File: src/rtl/dmem_arbiter_pkg.sv
// Shared types for the data-memory arbiter: FSM states and grant encodings.
// Imported by the arbiter, its round-robin picker and the testbench.
package dmem_arbiter_pkg;

  typedef enum logic [1:0] {
    S_IDLE   = 2'd0,
    S_ACCESS = 2'd1,
    S_RESP   = 2'd2
  } state_e;

  typedef enum logic {
    G_CORE = 1'b0,
    G_DBG  = 1'b1
  } grant_e;

  function automatic grant_e other_grant(input grant_e g);
    return (g == G_CORE) ? G_DBG : G_CORE;
  endfunction

endpackage

File: src/rtl/dmem_arbiter_if.sv
// Bus interfaces for the data-memory arbiter: a requester port (core or debug)
// and the single-port memory side.
interface dmem_req_if #(
  parameter int AW = 32,
  parameter int DW = 32
);
  logic          req;
  logic          we;
  logic [AW-1:0] addr;
  logic [DW-1:0] wdata;
  logic [DW-1:0] rdata;
  logic          ack;
  logic          stall;

  modport master (output req, we, addr, wdata, input rdata, ack, stall);
  modport slave  (input req, we, addr, wdata, output rdata, ack, stall);
endinterface

interface dmem_mem_if #(
  parameter int AW = 32,
  parameter int DW = 32
);
  logic          en;
  logic          we;
  logic [AW-1:0] addr;
  logic [DW-1:0] wdata;
  logic [DW-1:0] rdata;

  modport master (output en, we, addr, wdata, input rdata);
  modport slave  (input en, we, addr, wdata, output rdata);
endinterface

File: src/rtl/dmem_arbiter_rr_arbiter2.sv
// Two-way round-robin pick between core and debug requesters; on a tie the
// requester that did not win last time is chosen.
module rr_arbiter2
  import dmem_arbiter_pkg::*;
(
  input  logic   core_req_i,
  input  logic   dbg_req_i,
  input  grant_e last_grant_i,
  output logic   valid_o,
  output grant_e grant_o
);

  always_comb begin
    valid_o = core_req_i | dbg_req_i;
    grant_o = G_CORE;
    if (core_req_i && dbg_req_i) begin
      grant_o = other_grant(last_grant_i);
    end else if (dbg_req_i) begin
      grant_o = G_DBG;
    end
  end

endmodule

File: src/rtl/dmem_arbiter.sv
// Shares one single-port data memory between the core MEM stage and a debug
// port: round-robin grant, fixed-latency access sequencing, core stall.
module dmem_arbiter
  import dmem_arbiter_pkg::*;
#(
  parameter int AW      = 32,
  parameter int DW      = 32,
  parameter int MEM_LAT = 2
) (
  input  logic      clk,
  input  logic      reset,
  dmem_req_if.slave core,
  dmem_req_if.slave dbg,
  dmem_mem_if.master mem
);

  localparam int            CW       = $clog2(MEM_LAT + 1);
  localparam logic [CW-1:0] CNT_LAST = CW'(MEM_LAT - 1);

  state_e        state_q, state_d;
  grant_e        grant_q, grant_d;
  logic [CW-1:0] cnt_q, cnt_d;
  logic          we_q, we_d;
  logic [AW-1:0] addr_q, addr_d;
  logic [DW-1:0] wdata_q, wdata_d;
  logic [DW-1:0] core_rdata_q, core_rdata_d;
  logic [DW-1:0] dbg_rdata_q, dbg_rdata_d;

  logic   pick_valid;
  grant_e pick_grant;
  logic   core_ack, dbg_ack;

  rr_arbiter2 u_rr (
    .core_req_i   (core.req),
    .dbg_req_i    (dbg.req),
    .last_grant_i (grant_q),
    .valid_o      (pick_valid),
    .grant_o      (pick_grant)
  );

  // grant_q doubles as last_grant; resetting it to DBG lets the core win the first tie.
  always_ff @(posedge clk) begin
    if (!reset) begin
      state_q      <= S_IDLE;
      grant_q      <= G_DBG;
      cnt_q        <= '0;
      we_q         <= 1'b0;
      addr_q       <= '0;
      wdata_q      <= '0;
      core_rdata_q <= '0;
      dbg_rdata_q  <= '0;
    end else begin
      // NOTE: non-blocking assignments so every register samples pre-edge values.
      state_q      <= state_d;
      grant_q      <= grant_d;
      cnt_q        <= cnt_d;
      we_q         <= we_d;
      addr_q       <= addr_d;
      wdata_q      <= wdata_d;
      core_rdata_q <= core_rdata_d;
      dbg_rdata_q  <= dbg_rdata_d;
    end
  end

  always_comb begin
    // NOTE: hold-value defaults first, so no path through the case infers a latch.
    state_d      = state_q;
    grant_d      = grant_q;
    cnt_d        = cnt_q;
    we_d         = we_q;
    addr_d       = addr_q;
    wdata_d      = wdata_q;
    core_rdata_d = core_rdata_q;
    dbg_rdata_d  = dbg_rdata_q;

    unique case (state_q)
      S_IDLE: begin
        if (pick_valid) begin
          grant_d = pick_grant;
          cnt_d   = '0;
          state_d = S_ACCESS;
          if (pick_grant == G_DBG) begin
            we_d    = dbg.we;
            addr_d  = dbg.addr;
            wdata_d = dbg.wdata;
          end else begin
            we_d    = core.we;
            addr_d  = core.addr;
            wdata_d = core.wdata;
          end
        end
      end
      S_ACCESS: begin
        if (cnt_q == CNT_LAST) begin
          state_d = S_RESP;
          if (!we_q) begin
            if (grant_q == G_DBG) dbg_rdata_d  = mem.rdata;
            else                  core_rdata_d = mem.rdata;
          end
        end else begin
          cnt_d = cnt_q + CW'(1);
        end
      end
      S_RESP:  state_d = S_IDLE;
      default: state_d = S_IDLE;
    endcase
  end

  assign core_ack = (state_q == S_RESP) && (grant_q == G_CORE);
  assign dbg_ack  = (state_q == S_RESP) && (grant_q == G_DBG);

  assign mem.en    = (state_q == S_ACCESS);
  assign mem.we    = (state_q == S_ACCESS) && we_q;
  assign mem.addr  = addr_q;
  assign mem.wdata = wdata_q;

  assign core.ack   = core_ack;
  assign core.rdata = core_rdata_q;
  assign core.stall = core.req & ~core_ack;
  assign dbg.ack    = dbg_ack;
  assign dbg.rdata  = dbg_rdata_q;
  assign dbg.stall  = dbg.req & ~dbg_ack;

endmodule
File: src/flat_wrapper.sv
// flat-port wrapper written by rule: the top's interface ports become plain ports
module dmem_arbiter_flat import dmem_arbiter_pkg::*;
#(
  parameter int AW      = 32,
  parameter int DW      = 32,
  parameter int MEM_LAT = 2
)
  (clk, reset, core_req, core_we, core_addr, core_wdata, core_rdata, core_ack, core_stall, dbg_req, dbg_we, dbg_addr, dbg_wdata, dbg_rdata, dbg_ack, dbg_stall, mem_en, mem_we, mem_addr, mem_wdata, mem_rdata);
  dmem_req_if #(.AW(AW), .DW(DW)) core_i ();
  dmem_req_if #(.AW(AW), .DW(DW)) dbg_i ();
  dmem_mem_if #(.AW(AW), .DW(DW)) mem_i ();
  input  logic clk;
  input  logic reset;
  input wire logic [$bits(core_i.req)-1:0] core_req;
  input wire logic [$bits(core_i.we)-1:0] core_we;
  input wire logic [$bits(core_i.addr)-1:0] core_addr;
  input wire logic [$bits(core_i.wdata)-1:0] core_wdata;
  output wire logic [$bits(core_i.rdata)-1:0] core_rdata;
  output wire logic [$bits(core_i.ack)-1:0] core_ack;
  output wire logic [$bits(core_i.stall)-1:0] core_stall;
  input wire logic [$bits(dbg_i.req)-1:0] dbg_req;
  input wire logic [$bits(dbg_i.we)-1:0] dbg_we;
  input wire logic [$bits(dbg_i.addr)-1:0] dbg_addr;
  input wire logic [$bits(dbg_i.wdata)-1:0] dbg_wdata;
  output wire logic [$bits(dbg_i.rdata)-1:0] dbg_rdata;
  output wire logic [$bits(dbg_i.ack)-1:0] dbg_ack;
  output wire logic [$bits(dbg_i.stall)-1:0] dbg_stall;
  output wire logic [$bits(mem_i.en)-1:0] mem_en;
  output wire logic [$bits(mem_i.we)-1:0] mem_we;
  output wire logic [$bits(mem_i.addr)-1:0] mem_addr;
  output wire logic [$bits(mem_i.wdata)-1:0] mem_wdata;
  input wire logic [$bits(mem_i.rdata)-1:0] mem_rdata;
  assign core_i.req = core_req;
  assign core_i.we = core_we;
  assign core_i.addr = core_addr;
  assign core_i.wdata = core_wdata;
  assign core_rdata = core_i.rdata;
  assign core_ack = core_i.ack;
  assign core_stall = core_i.stall;
  assign dbg_i.req = dbg_req;
  assign dbg_i.we = dbg_we;
  assign dbg_i.addr = dbg_addr;
  assign dbg_i.wdata = dbg_wdata;
  assign dbg_rdata = dbg_i.rdata;
  assign dbg_ack = dbg_i.ack;
  assign dbg_stall = dbg_i.stall;
  assign mem_en = mem_i.en;
  assign mem_we = mem_i.we;
  assign mem_addr = mem_i.addr;
  assign mem_wdata = mem_i.wdata;
  assign mem_i.rdata = mem_rdata;
  dmem_arbiter #(.AW(AW), .DW(DW), .MEM_LAT(MEM_LAT)) u_core (.clk(clk), .reset(reset), .core(core_i), .dbg(dbg_i), .mem(mem_i));
endmodule
File: config.mk
export PLATFORM = sky130hd
export DESIGN_NAME = dmem_arbiter_flat
export DESIGN_NICKNAME = d
export VERILOG_FILES = /design/src/rtl/dmem_arbiter_pkg.sv /design/src/rtl/dmem_arbiter_if.sv /design/src/rtl/dmem_arbiter_rr_arbiter2.sv /design/src/rtl/dmem_arbiter.sv /design/src/flat_wrapper.sv
export SDC_FILE = /design/constraint.sdc
export NUM_CORES = 1
export LEC_CHECK = 0
export CAP_MARGIN = 10
export CORE_ASPECT_RATIO = 1.5
export CORE_MARGIN = 2
export CORE_UTILIZATION = 36
export CTS_CLUSTER_SIZE = 16
export DETAILED_ROUTE_END_ITERATION = 12
export PLACE_DENSITY = 0.78
export SETUP_SLACK_MARGIN = 0.5
export SLEW_MARGIN = 15
export SYNTH_ARGS = -nofsm -noshare
export SYNTH_HDL_FRONTEND = slang
export SYNTH_HIERARCHICAL = 1
export SYNTH_SLANG_ARGS = --single-unit
File: constraint.sdc
create_clock -name clk -period 1.5 [get_ports clk]
set_input_delay 0.3 -clock clk [delete_from_list [all_inputs] [get_ports clk]]
set_output_delay 0.3 -clock clk [all_outputs]
set_load 0.02 [all_outputs]
Word level (Yosys, flattened, before mapping)
Cells that the tools add are included.
{"block": "classes", "n_addsub": 1, "eq_ne": 6, "muxes": 12, "n_bitwise": 7, "n_reduce_logical": 11}
{"operator": "$mux 32", "n": 2}
{"operator": "$mux 2", "n": 4}
{"operator": "$pmux 2 s2", "n": 2}
{"operator": "$reduce_and 4->1", "n": 2}
{"operator": "$eq 2x1->1 const B", "n": 2}
{"operator": "$logic_and 1x1->1", "n": 4}
{"operator": "$mux 1", "n": 4}
{"operator": "$ne 2x1->1 const B", "n": 2}
{"operator": "$not 1->1", "n": 4}
{"operator": "$reduce_and 2->1", "n": 2}
{"operator": "$reduce_and 3->1", "n": 1}
{"operator": "$add 2x1->2 const B", "n": 1}
{"operator": "$and 1x1->1", "n": 2}
{"operator": "$eq 2x2->1 const B", "n": 1}
{"operator": "$logic_not 2->1", "n": 1}
{"operator": "$ne 2x2->1 const B", "n": 1}
{"operator": "$reduce_bool 2->1", "n": 1}
{"operator": "$or 1x1->1", "n": 1}
{"block": "totals", "ff_bits": 134, "inputBits": 166, "out_inout_bits": 134}

Longest topological paths before layout
{"block": "depth", "depth_word": 4, "depth_mapped": 7, "ltp_nobuf": 5}

By module
Netlist, hierarchy kept.
{"mod": "dmem_arbiter", "instances": 1, "cells_each": 559, "area_per_inst_um2": 5665.4, "seq_area_each_um2": 2682.6}
{"mod": "rr_arbiter2", "instances": 1, "cells_each": 2, "area_per_inst_um2": 13.8, "seq_area_each_um2": 0.0}

Worst setup path after synthesis
Ideal clock, no wire load.
{"block": "synth_path", "path_kind": "reg-to-output", "startpoint": "reg u_core.state_q[1]", "endpoint": "out core_stall", "arrival_ns": 1.266, "required_ns": 1.200, "slack_ns": -0.066, "path_stages_with_launch": 3, "n_path_buf": 0, "path_cell_list": "dfxtp_1 -> nor3b_1 -> nor2b_1"}
{"block": "synth_between", "elab_chain_len": 4}
{"element": "start, declared", "line_no": "dmem_arbiter.sv:20", "source": "state_e state_q, state_d;"}
{"element": "start signal, assigned", "line_no": "dmem_arbiter.sv:54", "source": "state_q <= state_d;"}
{"element": "$eq 2x2->1", "line_no": "dmem_arbiter.sv:109", "source": "assign core_ack = (state_q == S_RESP) && (grant_q == G_CORE);"}
{"element": "$logic_and 1x1->1", "line_no": "dmem_arbiter.sv:109"}
{"element": "named net core_ack", "line_no": "flat_wrapper.sv:19", "source": "output wire logic [$bits(core_i.ack)-1:0] core_ack;"}
{"element": "$not 1->1", "line_no": "dmem_arbiter.sv:119", "source": "assign core.stall = core.req & ~core_ack;"}
{"element": "$and 1x1->1", "line_no": "dmem_arbiter.sv:119"}
{"element": "end, declared", "line_no": "flat_wrapper.sv:20", "source": "output wire logic [$bits(core_i.stall)-1:0] core_stall;"}
The timed path passes the listed nets, and every way through them passes these cells.

Final worst setup path
{"block": "layout_path", "startpoint": "reg u_core.grant_q", "endpoint": "reg u_core.wdata_q[20], in the netlist u_core/mem.wdata[20]"}
{"block": "layout_between", "elab_chain_len": 3}
{"element": "start, declared", "line_no": "dmem_arbiter.sv:21", "source": "grant_e grant_q, grant_d;"}
{"element": "start signal, assigned", "line_no": "dmem_arbiter.sv:55", "source": "grant_q <= grant_d;"}
{"element": "$mux 1", "line_no": "dmem_arbiter_pkg.sv:17", "source": "return (g == G_CORE) ? G_DBG : G_CORE;"}
{"element": "$mux 1", "line_no": "dmem_arbiter_rr_arbiter2.sv:16", "source": "if (core_req_i && dbg_req_i) begin"}
{"element": "named net u_core.pick_grant", "line_no": "dmem_arbiter.sv:30", "source": "grant_e pick_grant;"}
{"element": "$mux 32", "line_no": "dmem_arbiter.sv:82", "source": "if (pick_grant == G_DBG) begin"}
{"element": "end signal, assigned", "line_no": "dmem_arbiter.sv:59", "source": "wdata_q <= wdata_d;"}
{"element": "end, declared", "line_no": "dmem_arbiter.sv:25", "source": "logic [DW-1:0] wdata_q, wdata_d;"}
The timed path passes the listed nets, and every way through them passes these cells.
A chain may end at the register's enable or synchronous reset.

==> flow_results.org <==
** Timing
- Rel. slew slack :: 0.7828
- Tcrit/Tclk final :: 1.095
- Final setup slack of the worst path :: -141.9 ps
- Number of max-slew violations in the final report :: 0
- At the pin with the least slew margin, the transition time is 324.3 ps.
- For this run, the top clock speed supported by timing is 609.0 MHz.
- Final Hold Fails :: 0
- Unrepaired setup endpoints after global routing :: true
- Counting I/O delays and the setup requirement, the final critical path takes ~1600 ps.
- Endpoints failing setup :: approximately 110
- Worst clock skew on the final layout :: 10.64 ps

** Power and ir drop
- The share of total power dissipated in sequential elements is 0.358.
- Of the total power, combinational logic draws 0.258.
- Max IR drop VDD :: 0.0006917 V
- The share of total power dissipated in the clock network is 0.384.
- Switching power total :: between 3 and 4 mW
- Cell area power density :: 1013 mW/mm²
- Internal power component :: 8.282 mW
- Sw Share :: 0.2690
- Total power draw :: 11.33 mW
- In this run the static leakage power is approximately 5.4 nW.

** Clocking
- TritonCTS buffer count :: 17
- Clk sinks :: roughly 130
- Cell at the root of the clock tree :: clkbuf_16
- In this run the number of H-tree levels came out at 4.
- CTS tree :: done
- Clock input transition at the sequential cells of the worst setup and hold paths :: 60 ps
- CTS max path bufs :: 2
- The number of hold buffers added after CTS was 0.
- Worst-skew pair later-pin latency :: 410 ps

** Min path
- The path class of the tightest hold or removal check is input pin to register.
- Number of cells traversed by the worst hold path :: 3
- Hold worst-path end :: u_core/dbg.rdata[31]
- Startpoint of the most critical hold path :: reset

** Detailed routing
- The detail route stage leaves a number of antenna-violating nets equal to 0.
- Avg Vias per Cell :: 4.866
- The final layout contains routed wiring with a total length of 19,900 µm.
- After detailed routing, the average wire length per cell comes to 17.32 µm.
- For this run, the detailed router's first-pass iteration total came to 5.
- Violation count after the first detailed-route iteration :: 218
- DR vias :: 5,591
- Post-route DRC :: 0

** Setup path
- Startpoint of the worst setup timing path :: u_core/grant_q
- Critical Path Sink Type :: register
- Worst flop-to-flop path startpoint :: u_core/grant_q
- CP required :: 1790 ps
- The worst register-to-register path has a depth of 8.
- Largest fanout on the critical path :: 5
- The endpoint identified for the worst register-to-register timing path is u_core/mem.wdata[20].
- Data arrival time at the worst-slack endpoint :: 1930 ps
- Across all register-to-register paths, the minimum setup slack is -140 ps.
- The worst setup path is launched from a register.
- Classification of the worst setup path :: register to register

** Final layout
- Final net count :: 1,101
- The area growth from synthesis to layout is 96.87%.
- Layout Utilization :: 0.7188
- In the layout the commonest cells are clkdlybuf4s50_1 (162), nand2_1 (162), buf_6 (155).
- Share of post-route cells with drive strength above 1 :: 0.4482
- Layout filler cell count :: approximately 1,100
- The repair_antennas step left the layout with diodes totalling 0.

** Floorplanning
- Die outline area :: 0.01682 mm²
- The floorplan has between 50 and 60 rows.
- The die is 157.8 µm tall.
- The region available for standard cell placement spans 0.01555 mm².
- Width of the die :: 106.6 µm
- Initial Util :: 0.3651
- Top-level I/O count :: 300

** GRT
- Entering global routing, the biggest net connects 37 pins.
- The number of antenna violations at the first check in global routing came to 0.
- The via count of the first global-routing pass came to ~5,600.
- Wire length of the first global-routing pass :: 28,370 µm
- Total global-route track usage :: 0.2162
- Total grt overflow :: 0

** Placed design
- Post-DP HPWL :: about 12,000 µm
- Global placer's final weighted congestion :: 0.7999
- During placement, the flow inserted port buffers numbering about 300.

** Synth
- Of the total synthesized cell area, the portion taken by XOR and XNOR cells is 0.
- Main combinational cell family by area after synthesis :: multiplexers
- Syn Inst Count :: 561
- The compound-cell area share of the yosys netlist came to 0.1192.
- Sequential share of the synthesized area :: 0.4724
- Cell area after technology mapping :: roughly 0.0057 mm²
- Mux contribution to synthesized area :: 0.2291
- Yosys printed 6 warnings.
- Counting every net in the synthesized netlist gives 729.
- Of the total synthesized cell area, the portion taken by AND, OR, NAND and NOR gates is 0.1306.
- Count of state elements after synthesis :: 134
- Of the total synthesized cell area, the portion taken by full adders, half adders and majority gates is 0.004406.
- Average size of a mapped cell :: 10.12 µm²
- Distinct cell type count after synthesis :: 24

** Flow run
- Max-cap violations :: 0

** Outcome
- Violated checks :: negative setup slack
- The run finished, with violations left.
## area by class of cell
type	instances	area (µm²)	share of cell area
Inverter	1	3.754	0.0003357
Timing Repair Buffer	401	4581	0.4097
Multi-Input combinational cell	378	2879	0.2575
Tap cell	203	254.0	0.02272
Sequential cell	134	2849	0.2548
Clock inverter	13	171.4	0.01533
Clock buffer	19	442.9	0.03962
## repair_timing
item / 4_1_cts / 5_1_grt
buffers inserted: 20 / 22
setup endpoints to repair: 267 / 268
resized for setup: 962 / 29
cloned: 9 / 8
pin swaps: 32 / 6
## state kept, by name, summed over array words and instances, names as in the netlist
signal / flops
u_core/cnt_q: 2
u_core/core.rdata: 32
u_core/dbg.rdata: 32
u_core/grant_q: 1
u_core/mem.addr: 32
u_core/mem.wdata: 32
u_core/state_q: 2
u_core/we_q: 1
## power groups by stage
stage / logic (mW) / registers (mW) / clock network, mW
2_1_floorplan: 0.836 / 4.32 / 0
3_3_place_gp: 2.39 / 4.02 / 0
3_5_place_dp: 2.40 / 4.03 / 0
4_1_cts: 2.74 / 4.05 / 4.44
5_1_grt: 3.09 / 4.09 / 4.58
6_report: 2.92 / 4.06 / 4.35
## critical path, cell delays in order, from the launching register on
cell      delay (ps)
dfxtp_2          340
buf_6            120
a21boi_4         200
buf_4            160
buf_12           130
buf_6            110
mux2i_1          190
nand2_1          120
o211a_1          150
## cells in the mapped netlist
library cell | count | share of area
buf_4 | 7 | 0.0093
nand2_1 | 162 | 0.11
and3b_1 | 2 | 0.0031
inv_1 | 1 | 0.00066
mux2i_1 | 130 | 0.23
a21boi_1 | 1 | 0.0013
or2_1 | 1 | 0.0011
and3_1 | 1 | 0.0011
buf_2 | 15 | 0.013
dfxtp_1 | 134 | 0.47
nor2b_4 | 1 | 0.0024
and4bb_1 | 1 | 0.0022
and2_1 | 1 | 0.0011
buf_6 | 3 | 0.0059
nor2_1 | 1 | 0.00066
nand4b_2 | 1 | 0.0026
a31o_2 | 1 | 0.0015
a32o_1 | 1 | 0.0018
nor3b_1 | 2 | 0.0026
nor3b_2 | 1 | 0.0022
ha_1 | 2 | 0.0044
nor2b_1 | 4 | 0.0044
clkbuf_1 | 23 | 0.015
o211a_1 | 65 | 0.11
## per-layer routing
| metal | global-route usage | part of all wire | wire [µm] |
|---|---|---|---|
| met5 | 0 | 0 | 0 |
| met4 | 0.1064 | 0.037 | 735 |
| met3 | 0.05393 | 0.059 | 1170 |
| met2 | 0.3932 | 0.53 | 10620 |
| met1 | 0.2318 | 0.37 | 7379 |
## logic make-up after synthesis
family	count (synthesis)
compound gates	68
flops	134
buf+inv	49
fa+ha+maj	2
mux	130
simple gates	178
## how the worst max path moves through the flow
stage	end	slack (ps)	cells past startpoint
after floorplan	u_core/mem.addr[18]	150	7
after global placement	u_core/mem.addr[26]	-410	7
after detailed placement	u_core/mem.addr[8]	-460	7
after CTS	dbg_stall	-130	3
after global routing	u_core/mem.wdata[21]	-190	8
final	u_core/mem.wdata[20]	-140	8
## through the flow
stage          cells  cell area, µm²  setup slack (ps)  hold WS [ps]  setup TNS (ps)
2_1_floorplan    561            5794             152.8         461.5               0
3_3_place_gp    1058            9248            -405.7         440.9          -26580
3_5_place_dp    1058            9248            -458.6         449.8          -28390
4_1_cts         1119           10700            -128.1         297.6           -3384
5_1_grt         1149           11180            -189.8         324.1          -12810
6_report        1149           11180            -141.9         320.7           -4111
Note: power is estimated with default switching activity, not from simulation.
